$ cat src/rtl/mc_ctrl_pkg.sv
// mc_ctrl_pkg -- shared definitions for the multi-cycle main controller.
//   * state encoding of the controller FSM
//   * opcode / funct values of the supported MIPS subset
//   * encodings of the npc_sel, reg_dst, wd_sel and alu_op datapath selects
//   * iclass_t: one-hot instruction class produced by mc_decode
// S_TRAP is only reachable when MC_CTRL_TRAP_EN is defined.
package mc_ctrl_pkg;

  typedef enum logic [2:0] {
    S_FETCH  = 3'd0,
    S_DECODE = 3'd1,
    S_EXEC   = 3'd2,
    S_MEM    = 3'd3,
    S_WB     = 3'd4,
    S_TRAP   = 3'd5
  } state_t;

  // Opcodes (IR[31:26])
  localparam logic [5:0] OP_RTYPE = 6'b000000;
  localparam logic [5:0] OP_J     = 6'b000010;
  localparam logic [5:0] OP_JAL   = 6'b000011;
  localparam logic [5:0] OP_BEQ   = 6'b000100;
  localparam logic [5:0] OP_ORI   = 6'b001101;
  localparam logic [5:0] OP_LUI   = 6'b001111;
  localparam logic [5:0] OP_LW    = 6'b100011;
  localparam logic [5:0] OP_SW    = 6'b101011;

  // R-type function codes (IR[5:0])
  localparam logic [5:0] FN_JR    = 6'b001000;
  localparam logic [5:0] FN_ADDU  = 6'b100001;
  localparam logic [5:0] FN_SUBU  = 6'b100011;

  // Next-PC source
  localparam logic [1:0] NPC_PC4    = 2'd0;
  localparam logic [1:0] NPC_BRANCH = 2'd1;
  localparam logic [1:0] NPC_JUMP   = 2'd2;
  localparam logic [1:0] NPC_RS     = 2'd3;

  // Register-file destination
  localparam logic [1:0] DST_RT = 2'd0;
  localparam logic [1:0] DST_RD = 2'd1;
  localparam logic [1:0] DST_RA = 2'd2;

  // Register-file write data source
  localparam logic [1:0] WD_ALU = 2'd0;
  localparam logic [1:0] WD_MEM = 2'd1;
  localparam logic [1:0] WD_PC  = 2'd2;

  // ALU operation
  localparam logic [2:0] ALU_ADD = 3'd0;
  localparam logic [2:0] ALU_SUB = 3'd1;
  localparam logic [2:0] ALU_OR  = 3'd2;
  localparam logic [2:0] ALU_LUI = 3'd3;

  // One-hot instruction class; exactly one bit is set for any op/funct.
  typedef struct packed {
    logic rtype_alu;
    logic jr;
    logic ori;
    logic lui;
    logic lw;
    logic sw;
    logic beq;
    logic j;
    logic jal;
    logic unknown;
  } iclass_t;

endpackage

$ cat src/rtl/mc_decode.sv
// mc_decode -- combinational instruction classifier.
// Ports:
//   op    in  [5:0]  IR[31:26]
//   funct in  [5:0]  IR[5:0] (only meaningful for op 000000)
//   cls   out        one-hot instruction class (iclass_t)
module mc_decode
  import mc_ctrl_pkg::*;
(
  input  logic [5:0] op,
  input  logic [5:0] funct,
  output iclass_t    cls
);

  always_comb begin
    cls = '0;
    case (op)
      OP_RTYPE: begin
        case (funct)
          FN_ADDU, FN_SUBU: cls.rtype_alu = 1'b1;
          FN_JR:            cls.jr        = 1'b1;
          default:          cls.unknown   = 1'b1;
        endcase
      end
      OP_ORI:  cls.ori     = 1'b1;
      OP_LUI:  cls.lui     = 1'b1;
      OP_LW:   cls.lw      = 1'b1;
      OP_SW:   cls.sw      = 1'b1;
      OP_BEQ:  cls.beq     = 1'b1;
      OP_J:    cls.j       = 1'b1;
      OP_JAL:  cls.jal     = 1'b1;
      default: cls.unknown = 1'b1;
    endcase
  end

endmodule

$ cat src/rtl/mc_ctrl.sv
// mc_ctrl -- multi-cycle main controller for the MIPS-subset CPU.
// Sequences FETCH -> DECODE -> EXEC -> MEM -> WB over a shared datapath and a
// single ready-handshaked memory port. Holds only the state register; all
// outputs are combinational from state + op/funct/zero/mem_ready and are
// forced to 0 while rst_n is low.
// Optional feature: define MC_CTRL_TRAP_EN to send unrecognised instructions
// to a TRAP state (illegal=1 until reset); otherwise they retire as NOPs.
// Ports:
//   clk, rst_n            clock, asynchronous active-low reset
//   op, funct             IR opcode / function fields
//   zero                  ALU equality flag for beq
//   mem_ready             memory completes the current request
//   mem_req, mem_we, iord memory request, write, address select (1 = ALU)
//   ir_we, pc_we, npc_sel IR load, PC load and next-PC source
//   reg_we, reg_dst, wd_sel register-file write controls
//   alu_op, alu_src_b, ext_op ALU / immediate-extender controls
//   retire                last cycle of an instruction
//   illegal               trap indicator
module mc_ctrl
  import mc_ctrl_pkg::*;
(
  input  logic       clk,
  input  logic       rst_n,
  input  logic [5:0] op,
  input  logic [5:0] funct,
  input  logic       zero,
  input  logic       mem_ready,
  output logic       mem_req,
  output logic       mem_we,
  output logic       iord,
  output logic       ir_we,
  output logic       pc_we,
  output logic [1:0] npc_sel,
  output logic       reg_we,
  output logic [1:0] reg_dst,
  output logic [1:0] wd_sel,
  output logic [2:0] alu_op,
  output logic       alu_src_b,
  output logic       ext_op,
  output logic       retire,
  output logic       illegal
);

  state_t  state_reg;
  state_t  state_next;
  iclass_t cls;

  mc_decode u_decode (
    .op    (op),
    .funct (funct),
    .cls   (cls)
  );

  always_ff @(posedge clk or negedge rst_n) begin
    if (!rst_n) begin
      state_reg <= S_FETCH;
    end else begin
      state_reg <= state_next;
    end
  end

  always_comb begin
    state_next = state_reg;
    mem_req    = 1'b0;
    mem_we     = 1'b0;
    iord       = 1'b0;
    ir_we      = 1'b0;
    pc_we      = 1'b0;
    npc_sel    = NPC_PC4;
    reg_we     = 1'b0;
    reg_dst    = DST_RT;
    wd_sel     = WD_ALU;
    alu_op     = ALU_ADD;
    alu_src_b  = 1'b0;
    ext_op     = 1'b0;
    retire     = 1'b0;
    illegal    = 1'b0;

    // Outputs are gated by rst_n so nothing (not even mem_req) leaks out
    // while reset is held, even though the state register is already FETCH.
    if (rst_n) begin
      case (state_reg)
        S_FETCH: begin
          mem_req = 1'b1;
          if (mem_ready) begin
            ir_we      = 1'b1;
            pc_we      = 1'b1;
            npc_sel    = NPC_PC4;
            state_next = S_DECODE;
          end
        end

        S_DECODE: begin
          if (cls.j || cls.jal) begin
            pc_we      = 1'b1;
            npc_sel    = NPC_JUMP;
            retire     = 1'b1;
            state_next = S_FETCH;
            // PC was already advanced in FETCH, so it holds the link value.
            if (cls.jal) begin
              reg_we  = 1'b1;
              reg_dst = DST_RA;
              wd_sel  = WD_PC;
            end
          end else if (cls.jr) begin
            pc_we      = 1'b1;
            npc_sel    = NPC_RS;
            retire     = 1'b1;
            state_next = S_FETCH;
          end else if (cls.unknown) begin
`ifdef MC_CTRL_TRAP_EN
            state_next = S_TRAP;
`else
            retire     = 1'b1;
            state_next = S_FETCH;
`endif
          end else begin
            state_next = S_EXEC;
          end
        end

        S_EXEC: begin
          if (cls.rtype_alu) begin
            alu_op    = (funct == FN_SUBU) ? ALU_SUB : ALU_ADD;
            alu_src_b = 1'b0;
          end else if (cls.ori) begin
            alu_op    = ALU_OR;
            alu_src_b = 1'b1;
            ext_op    = 1'b0;
          end else if (cls.lui) begin
            alu_op    = ALU_LUI;
            alu_src_b = 1'b1;
          end else if (cls.lw || cls.sw) begin
            alu_op    = ALU_ADD;
            alu_src_b = 1'b1;
            ext_op    = 1'b1;
          end else if (cls.beq) begin
            alu_op    = ALU_SUB;
            alu_src_b = 1'b0;
          end

          if (cls.beq) begin
            pc_we      = zero;
            npc_sel    = NPC_BRANCH;
            retire     = 1'b1;
            state_next = S_FETCH;
          end else if (cls.lw || cls.sw) begin
            state_next = S_MEM;
          end else begin
            state_next = S_WB;
          end
        end

        S_MEM: begin
          // Request, direction and address select stay constant until ready.
          mem_req = 1'b1;
          iord    = 1'b1;
          mem_we  = cls.sw;
          if (mem_ready) begin
            if (cls.sw) begin
              retire     = 1'b1;
              state_next = S_FETCH;
            end else begin
              state_next = S_WB;
            end
          end
        end

        S_WB: begin
          reg_we     = 1'b1;
          reg_dst    = cls.rtype_alu ? DST_RD : DST_RT;
          wd_sel     = cls.lw ? WD_MEM : WD_ALU;
          retire     = 1'b1;
          state_next = S_FETCH;
        end

`ifdef MC_CTRL_TRAP_EN
        // Sticky: only rst_n leaves this state.
        S_TRAP: begin
          illegal = 1'b1;
        end
`endif

        default: begin
          state_next = S_FETCH;
        end
      endcase
    end
  end

endmodule

$ cat config.mk
export PLATFORM = sky130hd
export DESIGN_NAME = mc_ctrl
export DESIGN_NICKNAME = d
export VERILOG_FILES = /design/src/rtl/mc_ctrl_pkg.sv /design/src/rtl/mc_decode.sv /design/src/rtl/mc_ctrl.sv
export SDC_FILE = /design/constraint.sdc
export NUM_CORES = 1
export LEC_CHECK = 0
export CAP_MARGIN = 15
export CORE_MARGIN = 10
export CORE_UTILIZATION = 35
export CTS_BUF_LIST = sky130_fd_sc_hd__clkbuf_2
export CTS_CLUSTER_SIZE = 20
export DETAILED_ROUTE_END_ITERATION = 8
export GPL_TIMING_DRIVEN = 0
export PLACE_DENSITY = 0.77
export SKIP_CTS_REPAIR_TIMING = 1
export SYNTH_ARGS = -nofsm -noshare
export SYNTH_HDL_FRONTEND = slang
export SYNTH_SLANG_ARGS = --single-unit
$ cat constraint.sdc
create_clock -name clk -period 2.2 [get_ports clk]
set_input_delay 0.44 -clock clk [delete_from_list [all_inputs] [get_ports clk]]
set_output_delay 0.44 -clock clk [all_outputs]
set_load 0.03 [all_outputs]
* Word level (Yosys, flattened, before mapping)
Index checks and enable logic that the tools add are counted.
Cells by class: equality and inequality tests 16, reduce and logical (&&, ||, !) cells 9, multiplexer cells 79
Operators with widths (number):
- $mux 1 | 50
- $mux 2 | 16
- $eq 6x6->1 const B | 4
- $eq 6x4->1 const B | 3
- $mux 3 | 5
- $eq 6x2->1 const B | 2
- $pmux 2 s2 | 3
- $pmux 3 s4 | 1
- $reduce_or 7->1 | 1
- $eq 3x2->1 const B | 2
- $eq 6x3->1 const B | 1
- $logic_not 6->1 | 1
- $ne 2x2->1 const B | 2
- $pmux 1 s2 | 2
- $pmux 1 s4 | 1
- $reduce_or 2->1 | 2
- $eq 3x1->1 const B | 1
- $eq 3x3->1 const B | 1
- $logic_not 3->1 | 1
- $pmux 1 s3 | 1
- $reduce_and 3->1 | 1
- $reduce_or 3->1 | 1
- $logic_or 1x1->1 | 2
Word-level totals: word-level logic and storage cells 105, input port bits 16, output and inout bits 19, bits in registers 3

* Longest topological paths before layout
word-level depth 9, mapped depth 5, mapped depth without buffers 4

* Cells and area by module
A second synthesis with hierarchy kept.
Second synthesis, totals: cell total of the unflattened synthesis 100, area total of the unflattened synthesis 701.9 µm²
Modules (own cells, without submodules):
- mc_ctrl | area an instance 516.7 µm², seq. area each 75.1 µm², cells an instance 71, times used 1
- mc_decode | area an instance 185.2 µm², seq. area each 0.0 µm², cells an instance 29, times used 1

* Least setup slack after synthesis
Ideal clock, no wire load.
path type input to output, start point input port op[5], end point output port wd_sel[1], stages 4, data arrival time 2456 ps, required time 1760 ps, path slack -696 ps, path buffers 1, cells stage by stage or4_4 or3_2 nor3_1 buf_4
Between the ends: word-level cells in the longest chain between the ends 6, elaborated cells between the ends (all ways) 9, those cells by class eq/ne (2); mux (6); reduce/logical (1)
Ends and longest elaborated chain:
- start: declaration | RTL line mc_ctrl.sv:24 | input logic [5:0] op,
- $eq 6x2->1 | RTL line mc_decode.sv:16 | case (op)
- $mux 1 | RTL line mc_decode.sv:16
- $mux 2 or $logic_or 1x1->1 (tied branches) | RTL line mc_ctrl.sv:100, mc_ctrl.sv:94
- $mux 2 (*) | RTL line mc_ctrl.sv:94 | if (cls.j || cls.jal) begin
- $pmux 2 s2 (*) | RTL line mc_ctrl.sv:82 | case (state_reg)
- $mux 2 (*) | RTL line mc_ctrl.sv:81 | if (rst_n) begin
- end: declaration | RTL line mc_ctrl.sv:36 | output logic [1:0] wd_sel,
Mark *: on every way between the ends. The rest lies on a longest branch, timed or not.

* Worst setup path in the final report
start point input port op[4], end point output port retire
Between the ends: word-level cells in the longest chain between the ends 8, elaborated cells between the ends (all ways) 24, those cells by class eq/ne (7); mux (14); reduce/logical (3)
Ends and longest elaborated chain:
- $eq 6x4->1, or another cell as far along | RTL line mc_decode.sv:16
- $reduce_or 7->1 (no line)
- $pmux 1 s2 | RTL line mc_decode.sv:16
- $mux 1 | RTL line mc_ctrl.sv:110 | end else if (cls.unknown) begin
- $mux 1 | RTL line mc_ctrl.sv:105 | end else if (cls.jr) begin
- $mux 1 | RTL line mc_ctrl.sv:94
- $pmux 1 s4 (*) | RTL line mc_ctrl.sv:82
- $mux 1 (*) | RTL line mc_ctrl.sv:81
- end: declaration | RTL line mc_ctrl.sv:40 | output logic retire,
Marks and branches as above.

==> results.ini <==
[route]
ant_nets = 0
top_layer = met4
num_vias = 856
dr_wl_met3_um = 243
routed_wl_mm = 2.479
firstDrtPassIters = 4
drtIter0Drc = 33
vias_per_cell = 5.823
drcViolationCount = 0
routedWlPerCell_um = 16.86
wl_met2_mm = 1.147
wl_met1_mm = 1.012

[sta]
finalHoldViolCount = 0
fmax_ghz = 0.4099
fin_crit_sh = 1.109
setup_tns_ns = -1.839
setup_viol = 12
fin_crit_ns = 2.439
rsz0062_at_grt = yes
fin_skew_ns = 0.01579
final_max_slew_viol_count = 0
setup_slack_ns = -0.2394

[global_route]
grt_max_degree = 11
grt_pass1_wl_mm = 3.636
overflow = 0
antenna_found_initial = 0
track_usage = 0.1227
grt_pass1_vias = 810

[floorplan]
die_h_um = 61.94
pin_count = 35
die_area_mm2 = 0.003837
start_util = 0.3644
coreArea_mm2 = 0.001689
rows = 15
die_x_um = 61.94

[setup_path]
reg2reg_slack_ns = 0.87
endpoint = retire
rr_startpoint = state_reg[0]
worst-path-max-fanout = 5
cp-end-kind = primary output
worstPathArrival_ns = 2.00
cp.required_ns = 1.76
critPathKind = primary input to primary output
crit_start = op[4]
cp-start-kind = primary input
reg2reg_to = state_reg[1]
r2r_cells = 3

[hold_path]
min_path_type = primary input to async pin

[clocking]
htree_num_levels = 1
clk_pin_slew_worst_paths_ns = 0.06
numCtsBuffers = 3
cts_root_buf = clkbuf_2
clockBufferDepth = 2
cts_tree = done
worstSkewPairLatency_ns = 0.23
cts.sinks = 3

[finish]
stdcell_area_mm2 = 0.001054
drive_gt1_frac = 0.3538
fin_cells = 147
synthToLayoutAreaGrowth_pct = 71.14
seqCellArea_um2 = 75.07
antenna_cells = 0
utilization = 0.6237
multi_input_area_um2 = 534.3
fill_cells = 161
largest_reg_flops = 3
finalNetCount = 147

[synth]
ys_types = 38
synth_flop_cell = dfrtp_1
synth_common_cells = nor2_1 (12), nand2_1 (7), inv_1 (5), nor3_1 (5)
synth_area_per_cell_um2 = 6.765
ys_warn_count = 0
synth_edf_count = 0
syn_inst = 91
postSynth.asyncResetShare = 1.000
synth_area_leaders = dfrtp_1 (12%), nor2_1 (7.3%), buf_4 (4.9%), nand3b_1 (4.9%), nand2_1 (4.3%)
synth_top_area_share = 0.1220
synth.most_common_cell = nor2_1
yosys_register_bits = 3
seq_area_frac_synth = 0.1220
yosysTopAreaCell = dfrtp_1
netlist_area_um2 = 615.6

[placement]
dp_worst_setup_slack_ns = -1.175
finalWeightedCongestion = 0.9075
placed_area_mm2 = 0.001005
port-buffer-count = 32
dp_hpwl_mm = 1.856
placed_cells = 141

[power_and_ir_drop]
pwr-share-seq = 0.205
switching_power_mw = 0.1298
p_comb_frac = 0.516
p_per_area_mw_per_mm2 = 290.2
p_sw_frac = 0.4244
power.internal_mw = 0.1760
leakage_nw = 0.5207
power.share.clock = 0.278
peakVddDrop_uv = 147.5

[flow_run]
drv_cap = 0

[outcome]
violations = negative setup slack
outcome = finished with violations

==> cell usage in the layout, fill, tap and decap left out, types with 2 or more instances in the layout <==
master           instances
clkbuf_2                12
nor2_1                  11
buf_4                    9
buf_6                    8
dlymetal6s2s_1           7
nand2_1                  6
clkdlybuf4s50_1          6
inv_1                    5
nor3_1                   4
nand3b_1                 4
and3_1                   3
o21ai_0                  3
nand3_1                  3
and2_1                   3
dfrtp_1                  3
or4_4                    2
nand2b_1                 2
nor4_1                   2
or3_4                    2
and3b_2                  2
o211ai_1                 2
nand4_1                  2
o21a_1                   2
conb_1                   2
==> worst min path at each step <==
stage	slack, ns	start	to
after floorplan	0.14	rst_n	state_reg[0]
after global placement	0.66	state_reg[1]	state_reg[1]
after detailed placement	0.65	state_reg[1]	state_reg[1]
after CTS	0.44	rst_n	state_reg[1]
after global routing	0.06	rst_n	state_reg[1]
final	0.05	rst_n	state_reg[1]
==> critical path, stage by stage <==
cell and delay [ns]:
buf_8 0.10, or4_4 0.55, or3_4 0.44, a41o_1 0.19
and3_4 0.14, buf_6 0.13
==> area by class of cell <==
| class | count | area share |
|---|---|---|
| Buffer | 7 | 0.05938 |
| Clock buffer | 4 | 0.01900 |
| Inverter | 5 | 0.01781 |
| Multi-Input combinational cell | 77 | 0.5071 |
| Sequential cell | 3 | 0.07126 |
| Timing Repair Buffer | 34 | 0.3052 |
| Tap cell | 17 | 0.02019 |
==> through the flow <==
| step | power, mW | hold WS (ns) |
|---|---|---|
| 4_1_cts | 0.3032 | 0.4360 |
| 3_5_place_dp | 0.2186 | 0.6539 |
| 3_3_place_gp | 0.2178 | 0.6593 |
| 6_report | 0.3058 | 0.04599 |
| 2_1_floorplan | 0.1520 | 0.1444 |
| 5_1_grt | 0.3191 | 0.06117 |
==> logic make-up (layout without fill, tap and decap cells) <==
kind of cell           count (synthesis)  count (layout)  share of synthesized area
AO/OA/AOI/OAI                         19              19                     0.2297
buffers and inverters                 12              50                     0.1260
other                                  1               2                   0.006092
AND/OR/NAND/NOR                       56              56                     0.5163
flip-flops                             3               3                     0.1219
==> power groups by stage <==
| stage | Combinational (mW) | Sequential, mW | Clock (mW) |
|---|---|---|---|
| 6_report | 0.158 | 0.0627 | 0.0852 |
| 5_1_grt | 0.170 | 0.0627 | 0.0859 |
| 4_1_cts | 0.156 | 0.0626 | 0.0845 |
| 3_5_place_dp | 0.155 | 0.0634 | 0 |
| 3_3_place_gp | 0.155 | 0.0630 | 0 |
| 2_1_floorplan | 0.0902 | 0.0619 | 0 |
==> metal layers <==
layer  GRT usage  up-vias
met1      0.1303      396
li1            -      409
met4     0.07006        0
met2      0.1974       43
met3     0.05488        8
met5           0        -
No activity file was read; power rests on OpenSTA's default activity.
